[config.mk]
export PLATFORM = sky130hd
export DESIGN_NAME = snn_timestep_scheduler
export DESIGN_NICKNAME = d
export VERILOG_FILES = /design/src/rtl/snn_pkg.sv /design/src/rtl/drv_op_seq.sv /design/src/rtl/snn_timestep_scheduler.sv
export SDC_FILE = /design/constraint.sdc
export NUM_CORES = 1
export LEC_CHECK = 0
export CORE_MARGIN = 1.5
export CORE_UTILIZATION = 35
export DETAILED_ROUTE_END_ITERATION = 8
export HOLD_SLACK_MARGIN = 0.15
export SYNTH_ARGS = -nofsm -noshare
export SYNTH_HDL_FRONTEND = slang
export SYNTH_SLANG_ARGS = --single-unit
[constraint.sdc]
create_clock -name clk -period 5.3 [get_ports clk]
set_clock_uncertainty 0.05 [all_clocks]
set_input_delay 0.795 -clock clk [delete_from_list [all_inputs] [get_ports clk]]
set_output_delay 0.795 -clock clk [all_outputs]
set_load 0.005 [all_outputs]
[src/rtl/snn_pkg.sv]
// Shared definitions for the SNN timestep scheduler and the parameter BRAM driver.
package snn_pkg;

  // Driver mode codes, shared with the BRAM driver
  localparam logic [4:0] CORE_READ_PARAMS  = 5'd0;
  localparam logic [4:0] CORE_WRITE_PARAMS = 5'd1;
  localparam logic [4:0] LIF_READ_INPUT    = 5'd2;
  localparam logic [4:0] LIF_WRITE_SPIKES  = 5'd3;

  typedef enum logic [2:0] {
    IDLE, C_RD, C_EXEC, C_WR, L_RD, L_EXEC, L_WR, FINISH
  } sched_state_t;

  // Sub-steps of a single driver operation
  typedef enum logic [1:0] {
    OP_IDLE, OP_WAIT, OP_GAP
  } op_state_t;

endpackage

[src/rtl/drv_op_seq.sv]
// One BRAM driver operation: raise enable, hold it until drv_done, then a
// one-cycle gap with enable low so the driver can clear its done flag.
// A watchdog bounds the wait; op_done/op_timeout are one-cycle pulses.
module drv_op_seq #(
  parameter int TIMEOUT_CYCLES = 4096
) (
  input  logic clk,
  input  logic rst_n,
  input  logic go,
  input  logic abort,
  input  logic drv_done,
  output logic drv_enable,
  output logic op_done,
  output logic op_timeout
);
  import snn_pkg::*;

  localparam int WW = $clog2(TIMEOUT_CYCLES + 1);

  op_state_t     st;
  logic [WW-1:0] wd;

  // Issue/wait/gap handshake with per-op watchdog
  always_ff @(posedge clk or negedge rst_n) begin
    if (!rst_n) begin
      st         <= OP_IDLE;
      drv_enable <= 1'b0;
      op_done    <= 1'b0;
      op_timeout <= 1'b0;
      wd         <= '0;
    end else begin
      op_done    <= 1'b0;
      op_timeout <= 1'b0;
      if (abort) begin
        st         <= OP_IDLE;
        drv_enable <= 1'b0;
      end else begin
        case (st)
          OP_IDLE: if (go) begin
            st         <= OP_WAIT;
            drv_enable <= 1'b1;
            wd         <= '0;
          end
          OP_WAIT: begin
            if (drv_done) begin
              // op_done is high during the gap cycle itself
              st         <= OP_GAP;
              drv_enable <= 1'b0;
              op_done    <= 1'b1;
            end else if (wd == WW'(TIMEOUT_CYCLES - 1)) begin
              st         <= OP_IDLE;
              drv_enable <= 1'b0;
              op_timeout <= 1'b1;
            end else begin
              wd <= wd + WW'(1);
            end
          end
          OP_GAP:  st <= OP_IDLE;
          default: st <= OP_IDLE;
        endcase
      end
    end
  end

endmodule

[src/rtl/snn_timestep_scheduler.sv]
// Sequences one SNN timestep: every synapse tile is read, computed and
// written back, then every LIF tile is read, integrated and written back.
// Owns the BRAM driver's mode/index/enable and the core start pulses.
module snn_timestep_scheduler #(
  parameter int BRAM_DATA_WIDTH = 32,
  parameter int MAX_TILES       = 16,
  parameter int MAX_LIF_TILES   = 4,
  parameter int TIMEOUT_CYCLES  = 4096,
  parameter int TS_WIDTH        = 16
) (
  input  logic                          clk,
  input  logic                          rst_n,
  input  logic                          start,
  input  logic                          abort,
  input  logic [$clog2(MAX_TILES):0]     num_core_tiles,
  input  logic [$clog2(MAX_LIF_TILES):0] num_lif_tiles,
  output logic [4:0]                    drv_mode,
  output logic                          drv_enable,
  input  logic                          drv_done,
  output logic [BRAM_DATA_WIDTH-1:0]    core_idx,
  output logic [BRAM_DATA_WIDTH-1:0]    lif_tile_idx,
  output logic                          core_start,
  input  logic                          core_done,
  output logic                          lif_start,
  input  logic                          lif_done,
  output logic                          busy,
  output logic                          ts_done,
  output logic [TS_WIDTH-1:0]           timestep,
  output logic                          error
);
  import snn_pkg::*;

  localparam int CW = $clog2(MAX_TILES) + 1;
  localparam int LW = $clog2(MAX_LIF_TILES) + 1;
  localparam int WW = $clog2(TIMEOUT_CYCLES + 1);

  sched_state_t  state;
  logic [CW-1:0] cidx, nc, nc_clamp;
  logic [LW-1:0] lidx, nl, nl_clamp;
  logic [WW-1:0] exec_wd;
  logic          go, op_done, op_timeout;

  assign nc_clamp = (num_core_tiles > CW'(MAX_TILES))    ? CW'(MAX_TILES)    : num_core_tiles;
  assign nl_clamp = (num_lif_tiles  > LW'(MAX_LIF_TILES)) ? LW'(MAX_LIF_TILES) : num_lif_tiles;

  assign core_idx     = BRAM_DATA_WIDTH'(cidx);
  assign lif_tile_idx = BRAM_DATA_WIDTH'(lidx);

  drv_op_seq #(.TIMEOUT_CYCLES(TIMEOUT_CYCLES)) u_op (
    .clk        (clk),
    .rst_n      (rst_n),
    .go         (go),
    .abort      (abort),
    .drv_done   (drv_done),
    .drv_enable (drv_enable),
    .op_done    (op_done),
    .op_timeout (op_timeout)
  );

  // Timestep FSM; mode/index change one cycle ahead of the op's enable
  always_ff @(posedge clk or negedge rst_n) begin
    if (!rst_n) begin
      state      <= IDLE;
      busy       <= 1'b0;
      drv_mode   <= CORE_READ_PARAMS;
      go         <= 1'b0;
      cidx       <= '0;
      lidx       <= '0;
      nc         <= '0;
      nl         <= '0;
      exec_wd    <= '0;
      core_start <= 1'b0;
      lif_start  <= 1'b0;
      ts_done    <= 1'b0;
      timestep   <= '0;
      error      <= 1'b0;
    end else begin
      go         <= 1'b0;
      core_start <= 1'b0;
      lif_start  <= 1'b0;
      ts_done    <= 1'b0;
      if (abort) begin
        state <= IDLE;
        busy  <= 1'b0;
      end else begin
        case (state)
          IDLE: if (start) begin
            error <= 1'b0;
            cidx  <= '0;
            lidx  <= '0;
            nc    <= nc_clamp;
            nl    <= nl_clamp;
            busy  <= 1'b1;
            if (nc_clamp != '0) begin
              state    <= C_RD;
              drv_mode <= CORE_READ_PARAMS;
              go       <= 1'b1;
            end else if (nl_clamp != '0) begin
              state    <= L_RD;
              drv_mode <= LIF_READ_INPUT;
              go       <= 1'b1;
            end else begin
              state <= FINISH;
            end
          end
          C_RD, L_RD: begin
            if (op_timeout) begin
              state <= IDLE;
              busy  <= 1'b0;
              error <= 1'b1;
            end else if (op_done) begin
              exec_wd <= '0;
              if (state == C_RD) begin
                state      <= C_EXEC;
                core_start <= 1'b1;
              end else begin
                state     <= L_EXEC;
                lif_start <= 1'b1;
              end
            end
          end
          C_EXEC, L_EXEC: begin
            if ((state == C_EXEC) ? core_done : lif_done) begin
              state    <= (state == C_EXEC) ? C_WR : L_WR;
              drv_mode <= (state == C_EXEC) ? CORE_WRITE_PARAMS : LIF_WRITE_SPIKES;
              go       <= 1'b1;
            end else if (exec_wd == WW'(TIMEOUT_CYCLES - 1)) begin
              state <= IDLE;
              busy  <= 1'b0;
              error <= 1'b1;
            end else begin
              exec_wd <= exec_wd + WW'(1);
            end
          end
          C_WR: begin
            if (op_timeout) begin
              state <= IDLE;
              busy  <= 1'b0;
              error <= 1'b1;
            end else if (op_done) begin
              cidx <= cidx + CW'(1);
              if (cidx + CW'(1) != nc) begin
                state    <= C_RD;
                drv_mode <= CORE_READ_PARAMS;
                go       <= 1'b1;
              end else if (nl != '0) begin
                state    <= L_RD;
                drv_mode <= LIF_READ_INPUT;
                go       <= 1'b1;
              end else begin
                state <= FINISH;
              end
            end
          end
          L_WR: begin
            if (op_timeout) begin
              state <= IDLE;
              busy  <= 1'b0;
              error <= 1'b1;
            end else if (op_done) begin
              lidx <= lidx + LW'(1);
              if (lidx + LW'(1) != nl) begin
                state    <= L_RD;
                drv_mode <= LIF_READ_INPUT;
                go       <= 1'b1;
              end else begin
                state <= FINISH;
              end
            end
          end
          FINISH: begin
            ts_done  <= 1'b1;
            timestep <= timestep + TS_WIDTH'(1);
            state    <= IDLE;
            busy     <= 1'b0;
          end
          default: begin
            state <= IDLE;
            busy  <= 1'b0;
          end
        endcase
      end
    end
  end

endmodule
==> impl_metrics.json <==
{
  "reg2reg_to": "exec_wd[10]",
  "die_w_um": 116,
  "numCtsBuffers": 9,
  "drc": 0,
  "drive_above_1_share": 0.0718,
  "powerDensity_nw_per_um2": 398,
  "wl_mm": 9.16,
  "ctsResizeCount": 0,
  "cts_setup_buffers": 0,
  "die_area_um2": 13400,
  "grt_usage": 0.142,
  "min_from": "timestep[15]",
  "n_antenna_cell": 0,
  "cp-end-kind": "register",
  "cp_max_fo": 15,
  "clk_pin_slew_worst_paths_ps": 60,
  "clockBufferDepth": 2,
  "reg2reg_slack_ps": 2420,
  "setup_viol": 0,
  "ir_drop_mv": 0.148,
  "wire_per_inst_um": 13.3,
  "fin_crit_ps": 3040,
  "layout_setup_ws_ps": 2260,
  "die_h_um": 116,
  "tns_ps": 0,
  "synth_top_area_frac": 0.415,
  "fin_nets": 530,
  "num_io_pins": 106,
  "syn2layout_area_growth_pct": 16.2,
  "maxSlewViolCount": 0,
  "syn_area_um2": 4460,
  "hold_buffers": 0,
  "async_reset_ff_frac": 1.00,
  "drtIter0Drc": 272,
  "crit_chain": "clkdlybuf4s50_1 > nor4b_2 > buf_4 > nor4_1 > buf_4 > or2_1 > nor2_1 > a311oi_1",
  "drt_first_pass_iters": 4,
  "num_vias": 3379,
  "max_stage_delay_ps": 840,
  "hold_class": "register to register",
  "hold_ws_ps": 421,
  "final_hold_viol_count": 0,
  "yosysSeqAreaShare": 0.415,
  "post-place-ws_ps": 1940,
  "grt_pass1_wl_mm": 15.1,
  "cp.buffers_inverters": 3,
  "maxSlewHeadroom": 0.210,
  "utilization": 0.415,
  "start_kind": "primary input",
  "synth_cells": 469,
  "cts_num_sinks": 74,
  "rsz0062_at_grt": "false",
  "worstSetupStartpoint": "abort",
  "synth_area_per_cell_um2": 9.52,
  "fmax_ghz": 0.329,
  "cts_tree": "built",
  "num_rows": 41,
  "viasPerCell": 4.92,
  "gp_congestion": 0.854,
  "coreArea_um2": 12500,
  "outcome": "finished clean",
  "synth_edf_count": 0,
  "ant_nets": 0,
  "post-route-period-util": 0.574,
  "r2r-start": "state[1]",
  "h-tree-depth": 3,
  "dp_hpwl_mm": 6.40,
  "crit_path_top_delay_cell": "clkdlybuf4s50_1",
  "worstSetupPathType": "primary input to register",
  "crit_family": "buffers and inverters",
  "antenna_found_initial": 0,
  "grt_pass1_vias": 3131,
  "synth_warnings": 0,
  "io_buffer_count": 46,
  "synth_top_flop_cell": "dfrtp_1",
  "power_leakage_nw": 2.27,
  "crit_top_cell": "buf_4",
  "overflow": 0,
  "min_to": "timestep[15]",
  "clock_latency_ps": 330,
  "reg2regPathDepth": 5,
  "worstMarginPinSlew_ps": 1190,
  "cap_viol_max_count": 0,
  "synth_top_area_cell": "dfrtp_1",
  "grt_max_degree": 75,
  "synth_area_leaders": "dfrtp_1 41%, buf_4 10%, xnor2_1 4.9%",
  "synth.distinct_cells": 69,
  "initial_core_util": 0.357,
  "whs_path_depth": 1,
  "cp.required_ps": 5480,
  "arrival_ps": 3220,
  "cts-root-buf": "clkbuf_16",
  "synth_seq_cells": 74
}
-- logic make-up after synthesis --
family	count (synthesis)	share of synthesized area
buffers and inverters	92	0.131
other	1	0.000840
muxes	5	0.0118
xor gates and xnor gates	38	0.0807
and+or+nand+nor	176	0.210
DFF	74	0.415
adders and majority gates	5	0.0140
AOI/OAI and AO/OA	78	0.136
-- final cells by class --
type / count / area, um^2
Multi-Input combinational cell: 361 / 2250
Timing Repair Buffer: 48 / 473
Clock inverter: 7 / 118
Tap cell: 172 / 215
Inverter: 16 / 60.1
Fill cell: 1266 / 7330
Sequential cell: 74 / 1850
Clock buffer: 9 / 225
-- through the flow --
stage / area, um^2 / power [mW] / instances
finish: 5190 / 2.07 / 687
global route: 5190 / 2.20 / 687
CTS: 5190 / 2.08 / 687
detailed placement: 4850 / 1.37 / 671
global placement: 4850 / 1.35 / 671
floorplan: 4680 / 1.24 / 527
-- per-layer routing --
metal,vias to the layer above,GRT usage,routed length (um)
met5,-,0,0
met4,0,0.0545,140
met3,12,0.0293,431
met2,101,0.218,4150
met1,1623,0.198,4440
li1,1643,-,-
-- how the worst max path moves through the flow --
stage	end	slack (ps)	cells past startpoint
after CTS	u_op.wd[12]	2260	8
after global placement	u_op.wd[12]	2030	8
after detailed placement	u_op.wd[12]	1940	8
final	u_op.wd[12]	2260	8
after global routing	u_op.wd[12]	2050	8
after floorplan	exec_wd[10]	3070	6
-- cell usage after synthesis, types with 5 or more instances --
master,count
dfrtp_1,74
buf_4,60
nand2_1,40
nor2_1,34
xnor2_1,25
nand3_1,22
inv_1,16
nor4_1,13
o31ai_1,12
nand4_1,11
nor3_1,11
o21ai_0,11
xor2_1,11
clkbuf_1,9
a21oi_1,7
a31oi_1,7
and3_1,7
o31ai_2,6
buf_2,5
ha_1,5
nand2b_1,5
nand3b_1,5
nor2b_1,5
or3_1,5
-- report_power, final --
| group | switching, mW | internal [mW] | total (mW) |
|---|---|---|---|
| clock network | 0.239 | 0.460 | 0.699 |
| registers | 0.156 | 0.675 | 0.831 |
| logic | 0.288 | 0.248 | 0.536 |
-- flip-flops by register name (all words and copies together), names as in the netlist, 2 cells and up --
| register | cells |
|---|---|
| cidx | 5 |
| drv_mode | 2 |
| exec_wd | 13 |
| lidx | 3 |
| nc | 5 |
| nl | 3 |
| state | 3 |
| timestep | 16 |
| u_op.st | 2 |
| u_op.wd | 13 |
-- layout by cell type (no fill, tap or decap), types with 3 or more instances in the layout --
master,instances
nor2_1,34
clkbuf_16,9
o31ai_2,6
nand2b_1,5
nand3b_1,5
ha_1,5
bufinv_16,3
inv_1,16
or3_1,5
buf_4,3
conb_1,59
nand2_1,40
nor4b_1,3
a22o_1,4
nor2b_1,5
nand3_1,22
and3_1,7
clkdlybuf4s50_1,45
xor2_1,11
mux2i_1,3
o21ai_0,11
xnor2_1,25
nand4_1,11
nor4_1,13
dfrtp_1,74
nor3b_1,3
a21oi_1,7
o31ai_1,12
a31oi_1,7
nor3_1,11
(Power assumes the default switching activity.)
